==> src/rtl/i2s_pkg.sv <==
// Shared constants for the I2S DAC transmitter.
// Build option: define I2S_TX_LEFT_JUSTIFIED_EN for left-justified slot format.
package i2s_pkg;

  localparam int DATA_W_DEF = 24;
  localparam int SLOT_W_DEF = 32;
  localparam int FRAME_BITS = 2 * SLOT_W_DEF;

`ifdef I2S_TX_LEFT_JUSTIFIED_EN
  localparam int SLOT_OFS = 0;
`else
  localparam int SLOT_OFS = 1;
`endif

  function automatic int frame_bits(input int slot_w);
    return 2 * slot_w;
  endfunction

endpackage

==> src/rtl/i2s_dac_tx_if.sv <==
// Sample-pair handshake between the processing chain and the I2S transmitter.
interface i2s_dac_tx_if #(
  parameter int DATA_W = i2s_pkg::DATA_W_DEF
);
  logic [DATA_W-1:0] l_data_in;
  logic [DATA_W-1:0] r_data_in;
  logic              in_valid;
  logic              in_ready;

  modport master (output l_data_in, output r_data_in, output in_valid, input in_ready);
  modport slave  (input l_data_in, input r_data_in, input in_valid, output in_ready);
endinterface

==> src/rtl/i2s_clk_gen.sv <==
// Bit/word clock generator: bclk divider, falling-edge strobe, frame bit counter, lrclk.
module i2s_clk_gen
  import i2s_pkg::*;
#(
  parameter int SLOT_W   = SLOT_W_DEF,
  parameter int BCLK_DIV = 4,
  localparam int CW      = $clog2(frame_bits(SLOT_W))
) (
  input  logic          clk,
  input  logic          reset_n,
  output logic          bclk_o,
  output logic          lrclk_o,
  output logic          fall_o,
  output logic [CW-1:0] bit_nxt_o
);

  localparam int HALF = BCLK_DIV / 2;
  localparam int DW   = (HALF > 1) ? $clog2(HALF) : 1;
  localparam int FB   = frame_bits(SLOT_W);

  logic [DW-1:0] div_q, div_d;
  logic          bclk_q;
  logic [CW-1:0] bit_q;
  logic          lr_q;
  logic          tc;

  // fall_o and bit_nxt_o describe the edge about to happen, so the top can act in the same cycle
  always_comb begin
    tc        = (div_q == DW'(HALF - 1));
    div_d     = tc ? '0 : div_q + DW'(1);
    fall_o    = tc & bclk_q;
    bit_nxt_o = (bit_q == CW'(FB - 1)) ? '0 : bit_q + CW'(1);
  end

  always_ff @(posedge clk or negedge reset_n) begin
    if (!reset_n) begin
      div_q  <= '0;
      bclk_q <= 1'b0;
      bit_q  <= CW'(FB - 1);
      lr_q   <= 1'b0;
    end else begin
      div_q <= div_d;
      if (tc) bclk_q <= ~bclk_q;
      if (fall_o) begin
        bit_q <= bit_nxt_o;
        lr_q  <= (bit_nxt_o >= CW'(SLOT_W));
      end
    end
  end

  assign bclk_o  = bclk_q;
  assign lrclk_o = lr_q;

endmodule

==> src/rtl/i2s_dac_tx.sv <==
// I2S DAC transmitter: holding register, per-channel shift registers and handshake.
// Build option: I2S_TX_LEFT_JUSTIFIED_EN selects left-justified instead of one-bit-delay I2S.
module i2s_dac_tx
  import i2s_pkg::*;
#(
  parameter int DATA_W   = DATA_W_DEF,
  parameter int SLOT_W   = SLOT_W_DEF,
  parameter int BCLK_DIV = 4
) (
  input  logic          clk,
  input  logic          reset_n,
  i2s_dac_tx_if.slave   s_if,
  output logic          ac_bclk,
  output logic          ac_lrclk,
  output logic          ac_dac_sdata,
  output logic          frame_start,
  output logic          underrun
);

  localparam int CW = $clog2(frame_bits(SLOT_W));

  logic              fall;
  logic [CW-1:0]     bit_nxt;
  logic [CW-1:0]     pos_w;
  int                bitpos;
  logic              right, in_rng, load, accept;
  logic [DATA_W-1:0] hold_l_q, hold_r_q;
  logic [DATA_W-1:0] l_sh_q, l_sh_d, r_sh_q, r_sh_d, l_cur, r_cur;
  logic              hold_full_q, hold_full_d;
  logic              in_ready_q, sdata_q, sdata_d, fs_q, ur_q;

  i2s_clk_gen #(
    .SLOT_W  (SLOT_W),
    .BCLK_DIV(BCLK_DIV)
  ) u_clk_gen (
    .clk      (clk),
    .reset_n  (reset_n),
    .bclk_o   (ac_bclk),
    .lrclk_o  (ac_lrclk),
    .fall_o   (fall),
    .bit_nxt_o(bit_nxt)
  );

  always_comb begin
    right  = (bit_nxt >= CW'(SLOT_W));
    pos_w  = right ? bit_nxt - CW'(SLOT_W) : bit_nxt;
    bitpos = int'(pos_w) - SLOT_OFS;
    in_rng = (bitpos >= 0) && (bitpos < DATA_W);
    load   = fall && (bit_nxt == '0);
    accept = s_if.in_valid && in_ready_q;

    // On a load the fresh word is used directly so a bit at slot position 0 comes from it
    l_cur = l_sh_q;
    r_cur = r_sh_q;
    if (load) begin
      l_cur = hold_full_q ? hold_l_q : '0;
      r_cur = hold_full_q ? hold_r_q : '0;
    end

    l_sh_d  = l_cur;
    r_sh_d  = r_cur;
    sdata_d = 1'b0;
    if (in_rng) begin
      if (right) begin
        sdata_d = r_cur[DATA_W-1];
        r_sh_d  = r_cur << 1;
      end else begin
        sdata_d = l_cur[DATA_W-1];
        l_sh_d  = l_cur << 1;
      end
    end

    // A pair accepted during a load that found holding empty waits for the next frame
    hold_full_d = hold_full_q;
    if (load)   hold_full_d = 1'b0;
    if (accept) hold_full_d = 1'b1;
  end

  always_ff @(posedge clk or negedge reset_n) begin
    if (!reset_n) begin
      hold_l_q    <= '0;
      hold_r_q    <= '0;
      hold_full_q <= 1'b0;
      in_ready_q  <= 1'b1;
      l_sh_q      <= '0;
      r_sh_q      <= '0;
      sdata_q     <= 1'b0;
      fs_q        <= 1'b0;
      ur_q        <= 1'b0;
    end else begin
      hold_full_q <= hold_full_d;
      in_ready_q  <= ~hold_full_d;
      if (accept) begin
        hold_l_q <= s_if.l_data_in;
        hold_r_q <= s_if.r_data_in;
      end
      if (fall) begin
        l_sh_q  <= l_sh_d;
        r_sh_q  <= r_sh_d;
        sdata_q <= sdata_d;
      end
      fs_q <= load;
      ur_q <= load & ~hold_full_q;
    end
  end

  assign s_if.in_ready = in_ready_q;
  assign ac_dac_sdata  = sdata_q;
  assign frame_start   = fs_q;
  assign underrun      = ur_q;

endmodule

==> src/flat_wrapper.sv <==
// flat-port wrapper written by rule: the top's interface ports become plain ports
module i2s_dac_tx_flat import i2s_pkg::*;
#(
  parameter int DATA_W   = DATA_W_DEF,
  parameter int SLOT_W   = SLOT_W_DEF,
  parameter int BCLK_DIV = 4
)
  (clk, reset_n, ac_bclk, ac_lrclk, ac_dac_sdata, frame_start, underrun, s_if_l_data_in, s_if_r_data_in, s_if_in_valid, s_if_in_ready);
  i2s_dac_tx_if #(.DATA_W(DATA_W)) s_if_i ();
  input  logic clk;
  input  logic reset_n;
  output logic ac_bclk;
  output logic ac_lrclk;
  output logic ac_dac_sdata;
  output logic frame_start;
  output logic underrun;
  input wire logic [$bits(s_if_i.l_data_in)-1:0] s_if_l_data_in;
  input wire logic [$bits(s_if_i.r_data_in)-1:0] s_if_r_data_in;
  input wire logic [$bits(s_if_i.in_valid)-1:0] s_if_in_valid;
  output wire logic [$bits(s_if_i.in_ready)-1:0] s_if_in_ready;
  assign s_if_i.l_data_in = s_if_l_data_in;
  assign s_if_i.r_data_in = s_if_r_data_in;
  assign s_if_i.in_valid = s_if_in_valid;
  assign s_if_in_ready = s_if_i.in_ready;
  i2s_dac_tx #(.DATA_W(DATA_W), .SLOT_W(SLOT_W), .BCLK_DIV(BCLK_DIV)) u_core (.clk(clk), .reset_n(reset_n), .s_if(s_if_i), .ac_bclk(ac_bclk), .ac_lrclk(ac_lrclk), .ac_dac_sdata(ac_dac_sdata), .frame_start(frame_start), .underrun(underrun));
endmodule
==> config.mk <==
export PLATFORM = sky130hd
export DESIGN_NAME = i2s_dac_tx_flat
export DESIGN_NICKNAME = d
export VERILOG_FILES = /design/src/rtl/i2s_pkg.sv /design/src/rtl/i2s_dac_tx_if.sv /design/src/rtl/i2s_clk_gen.sv /design/src/rtl/i2s_dac_tx.sv /design/src/flat_wrapper.sv
export SDC_FILE = /design/constraint.sdc
export NUM_CORES = 1
export LEC_CHECK = 0
export ABC_AREA = 1
export BUFFER_PORTS_ARGS = -buffer_cell sky130_fd_sc_hd__clkbuf_2
export CORE_MARGIN = 8
export CORE_UTILIZATION = 54
export CTS_CLUSTER_DIAMETER = 80
export DETAILED_ROUTE_END_ITERATION = 16
export GPL_TIMING_DRIVEN = 0
export HOLD_SLACK_MARGIN = 0.1
export PLACE_DENSITY = 0.86
export RECOVER_POWER = 50
export SYNTH_ARGS = -nofsm -noshare
export SYNTH_HDL_FRONTEND = slang
export SYNTH_SLANG_ARGS = --single-unit
==> constraint.sdc <==
create_clock -name clk -period 2 [get_ports clk]
set_input_delay 0.3 -clock clk [delete_from_list [all_inputs] [get_ports clk]]
set_output_delay 0.3 -clock clk [all_outputs]
set_load 0.005 [all_outputs]
==> flow_summary.ini <==
[synthesis]
synthCells = 770
ys_ff_latch = 110
syn_area_mm2 = 0.00589
avgSynthCellArea_um2 = 7.66
async_flop_share_pct = 100
synth_area_leaders = dfrtp_1, nand2_1, mux2_2
yosys.area.top_type = dfrtp_1
synth_top_cells_by_count = nand2_1, dfrtp_1, inv_1
ys.flop_type = dfrtp_1
muxShareOfSynthArea_pct = 9.17
synth-compound-area-share_pct = 0.892
ys_types = 22
synth_top_family_by_area = simple AND/OR/NAND/NOR gates
synth.yosys.warnings = 0
synth-simple-area-share_pct = 34.2
yosysMostFrequentCell = nand2_1
synth_enable_flop_cells = 0
synth_top_area_share_pct = 43.7
synth_fp_nets = 823
synth_xor_xnor_area_share_pct = 0
yosysSeqAreaShare_pct = 46.8
synthAdderAreaFrac_pct = 0.425

[worst_setup_path]
cp_common_cell = nand2_2
arrival_ns = 2.57
path_cells = ha_4 > nand2_4 > clkinv_4 > nand2_4 > nand2_2 > nand2_2 > nand2_4 > buf_4 > nand3_4 > buf_6 > buf_4 > nand2_1 > nand2_2 > nand2_2 > nand3_2 > nand2_1
cp-start-kind = flip-flop
cp.required_ns = 2.32
critPathSlowestCell = dfstp_2
cpPeakStageDelay_ns = 0.59
critPathKind = flip-flop to flip-flop
ff2ff_setup_slack_ns = -0.24
r2r_cells = 16
crit_path_end_kind = flip-flop
r2r-start = u_core.u_clk_gen.bit_q[0]$_DFFE_PN1P_
cp_max_fo = 6
reg2reg_to = u_core.l_sh_q[7]$_DFFE_PN0P_

[grt]
met2_usage_pct = 33.8
first_global_vias = 5240
grt_pass1_wl_um = 24100
overflow = 0
antenna_found_initial = 0
grt_util_met3_pct = 3.12
busiest_layer = met2
use_met1_pct = 24.8
grtUsageTotal_pct = 20.4
grt_max_degree = 111

[clock_network]
cts_num_sinks = 110
cts_tree = built
ctsLongestPathBuffers = 2
clkLatencyLatePin_ns = 0.39
numCtsBuffers = 9
cts_root_buf = clkbuf_8
cts_max_level = 3
path_clk_slew_ns = 0.11

[placed_design]
dp_hpwl_um = 8690
gp_congestion = 0.815
io_buffers = 56

[layout]
utilization_pct = 68.7
layout-drive-gt1-share_pct = 34.4
nets = 926
syn2layout_area_growth_pct = 25.3
antenna_cells = 0

[power_and_ir_drop]
p_total_w = 0.00383
p_leak_nw = 4.16
vdd_drop_max_uv = 304
power_density_mw_per_mm2 = 519

[floorplan]
core_mm2 = 0.0107
io_pins = 57
die_w_um = 120
rows = 38
start_util_pct = 54.9
fp.dieH_um = 120
dieArea_mm2 = 0.0145

[hold_path]
hold_end = u_core.hold_r_q[16]$_DFFE_PN0P_
whs_path_depth = 2
hold_path.class = primary input to flip-flop
hold_start = s_if_r_data_in[16]

[timing]
max_freq_mhz = 446
report.final.slew_viol_count = 90
setup_viol = 49
final-hold-violation-count = 0
worst_slack_ns = -0.244
fin_skew_ns = 0.0141
timing.final.crit_share_pct = 112
tightest_slew_ns = 1.54
rsz0062_at_grt = true
maxSlewHeadroom_pct = -2.43
period_minus_slack_ns = 2.24

[status]
status = complete, but fails checks
violations = max-slew violations, negative setup slack

[routing]
firstDrtPassIters = 6
wl_per_cell_um = 16.9
num_vias = 5781
drtIter0Drc = 658
remaining_drc_errors = 0
antenna_left = 0
routed_wl_um = 17200
avgViaCountPerCell = 5.68

[run]
max_cap_violations = 0
==> report_power, final <==
group          switching (W)  internal (W)  leakage, nW
Sequential                 0       0.00222         1.50
Clock               0.000809      0.000710        0.106
Combinational      0.0000557     0.0000365         2.55
==> logic make-up after synthesis <==
| kind of cell | Yosys count |
|---|---|
| AO/OA/AOI/OAI | 9 |
| adder cells (fa/ha/maj) | 2 |
| buffers and inverters | 107 |
| flip-flops | 110 |
| multiplexers | 48 |
| AND/OR/NAND/NOR | 494 |
==> layout by cell type (no fill, tap or decap), drive strengths merged <==
| cell type | Yosys | final |
|---|---|---|
| nor2 | 8 | 8 |
| dfstp | 7 | 7 |
| nand3 | 54 | 54 |
| ha | 2 | 2 |
| dlygate4sd3 | 0 | 1 |
| a21oi | 3 | 3 |
| inv | 66 | 67 |
| mux2 | 48 | 48 |
| clkinv | 1 | 3 |
| o21ai | 6 | 6 |
| clkbuf | 14 | 80 |
| dfrtp | 103 | 103 |
| bufinv | 0 | 2 |
| clkinvlp | 0 | 2 |
| buf | 26 | 60 |
| nand4 | 1 | 1 |
| nand2 | 431 | 431 |
==> routing by layer <==
| layer | vias up | routed length [um] |
|---|---|---|
| li1 | 2549 | - |
| met1 | 2715 | 6420 |
| met2 | 389 | 8310 |
| met3 | 128 | 1400 |
| met4 | 0 | 1100 |
| met5 | - | 0 |
==> critical path, delay by kind of cell (launching register included) <==
family,cells,cell delay (ns)
adder cells (fa/ha/maj),1,0.17
buffers and inverters,4,0.52
flip-flops,1,0.59
AND/OR/NAND/NOR,11,0.90
==> worst max path at each step <==
stage	from	to	slack (ns)
floorplan	u_core.u_clk_gen.bit_q[0]$_DFFE_PN1P_	u_core.l_sh_q[10]$_DFFE_PN0P_	0.09
global placement	reset_n	u_core.hold_l_q[2]$_DFFE_PN0P_	-0.90
detailed placement	u_core.u_clk_gen.bit_q[0]$_DFFE_PN1P_	u_core.l_sh_q[7]$_DFFE_PN0P_	-0.20
CTS	u_core.u_clk_gen.bit_q[1]$_DFFE_PN1P_	u_core.ac_dac_sdata$_DFFE_PN0P_	-0.04
global route	u_core.u_clk_gen.bit_q[0]$_DFFE_PN1P_	u_core.r_sh_q[15]$_DFFE_PN0P_	-0.34
finish	u_core.u_clk_gen.bit_q[0]$_DFFE_PN1P_	u_core.l_sh_q[7]$_DFFE_PN0P_	-0.24
==> final cells by class <==
class / count / area (um^2)
clock buffer: 9 / 124
inverter: 67 / 262
fill: 728 / 3360
multi-input combinational: 553 / 3030
clock inverter: 7 / 97.6
buffer: 37 / 277
tap: 140 / 175
timing repair buffer: 95 / 657
sequential: 110 / 2760
==> repair_timing <==
| item | 4_1_cts | 5_1_grt |
|---|---|---|
| endpoints found under the setup margin | 49 | 58 |
| gates resized for setup | 58 | 100 |
| setup buffers | 21 | 7 |
| hold buffers | 1 | 0 |
| hold endpoints to repair | 103 | 0 |
| pin swaps | 28 | 38 |
| gates cloned | 6 | 4 |
==> metrics by stage <==
step | cell area [um^2] | instances | worst slack, ns | TNS (ns) | hold WS, ns
after detailed placement | 6360 | 966 | -0.198 | -7.35 | 0.435
after floorplan | 5890 | 770 | 0.0870 | 0 | 0.00441
after CTS | 6950 | 1008 | -0.0440 | -0.626 | 0.143
final | 7390 | 1018 | -0.244 | -6.54 | 0.135
after global placement | 6350 | 966 | -0.899 | -99.14 | 0.432
after global routing | 7390 | 1018 | -0.342 | -14.18 | 0.139
==> state kept, by name (all words and copies together) (netlist names), 6 cells and up <==
name / flops
u_core.r_sh_q: 24
u_core.u_clk_gen.bit_q: 6
u_core.hold_r_q: 24
u_core.l_sh_q: 24
u_core.hold_l_q: 24
(Power assumes the default switching activity.)
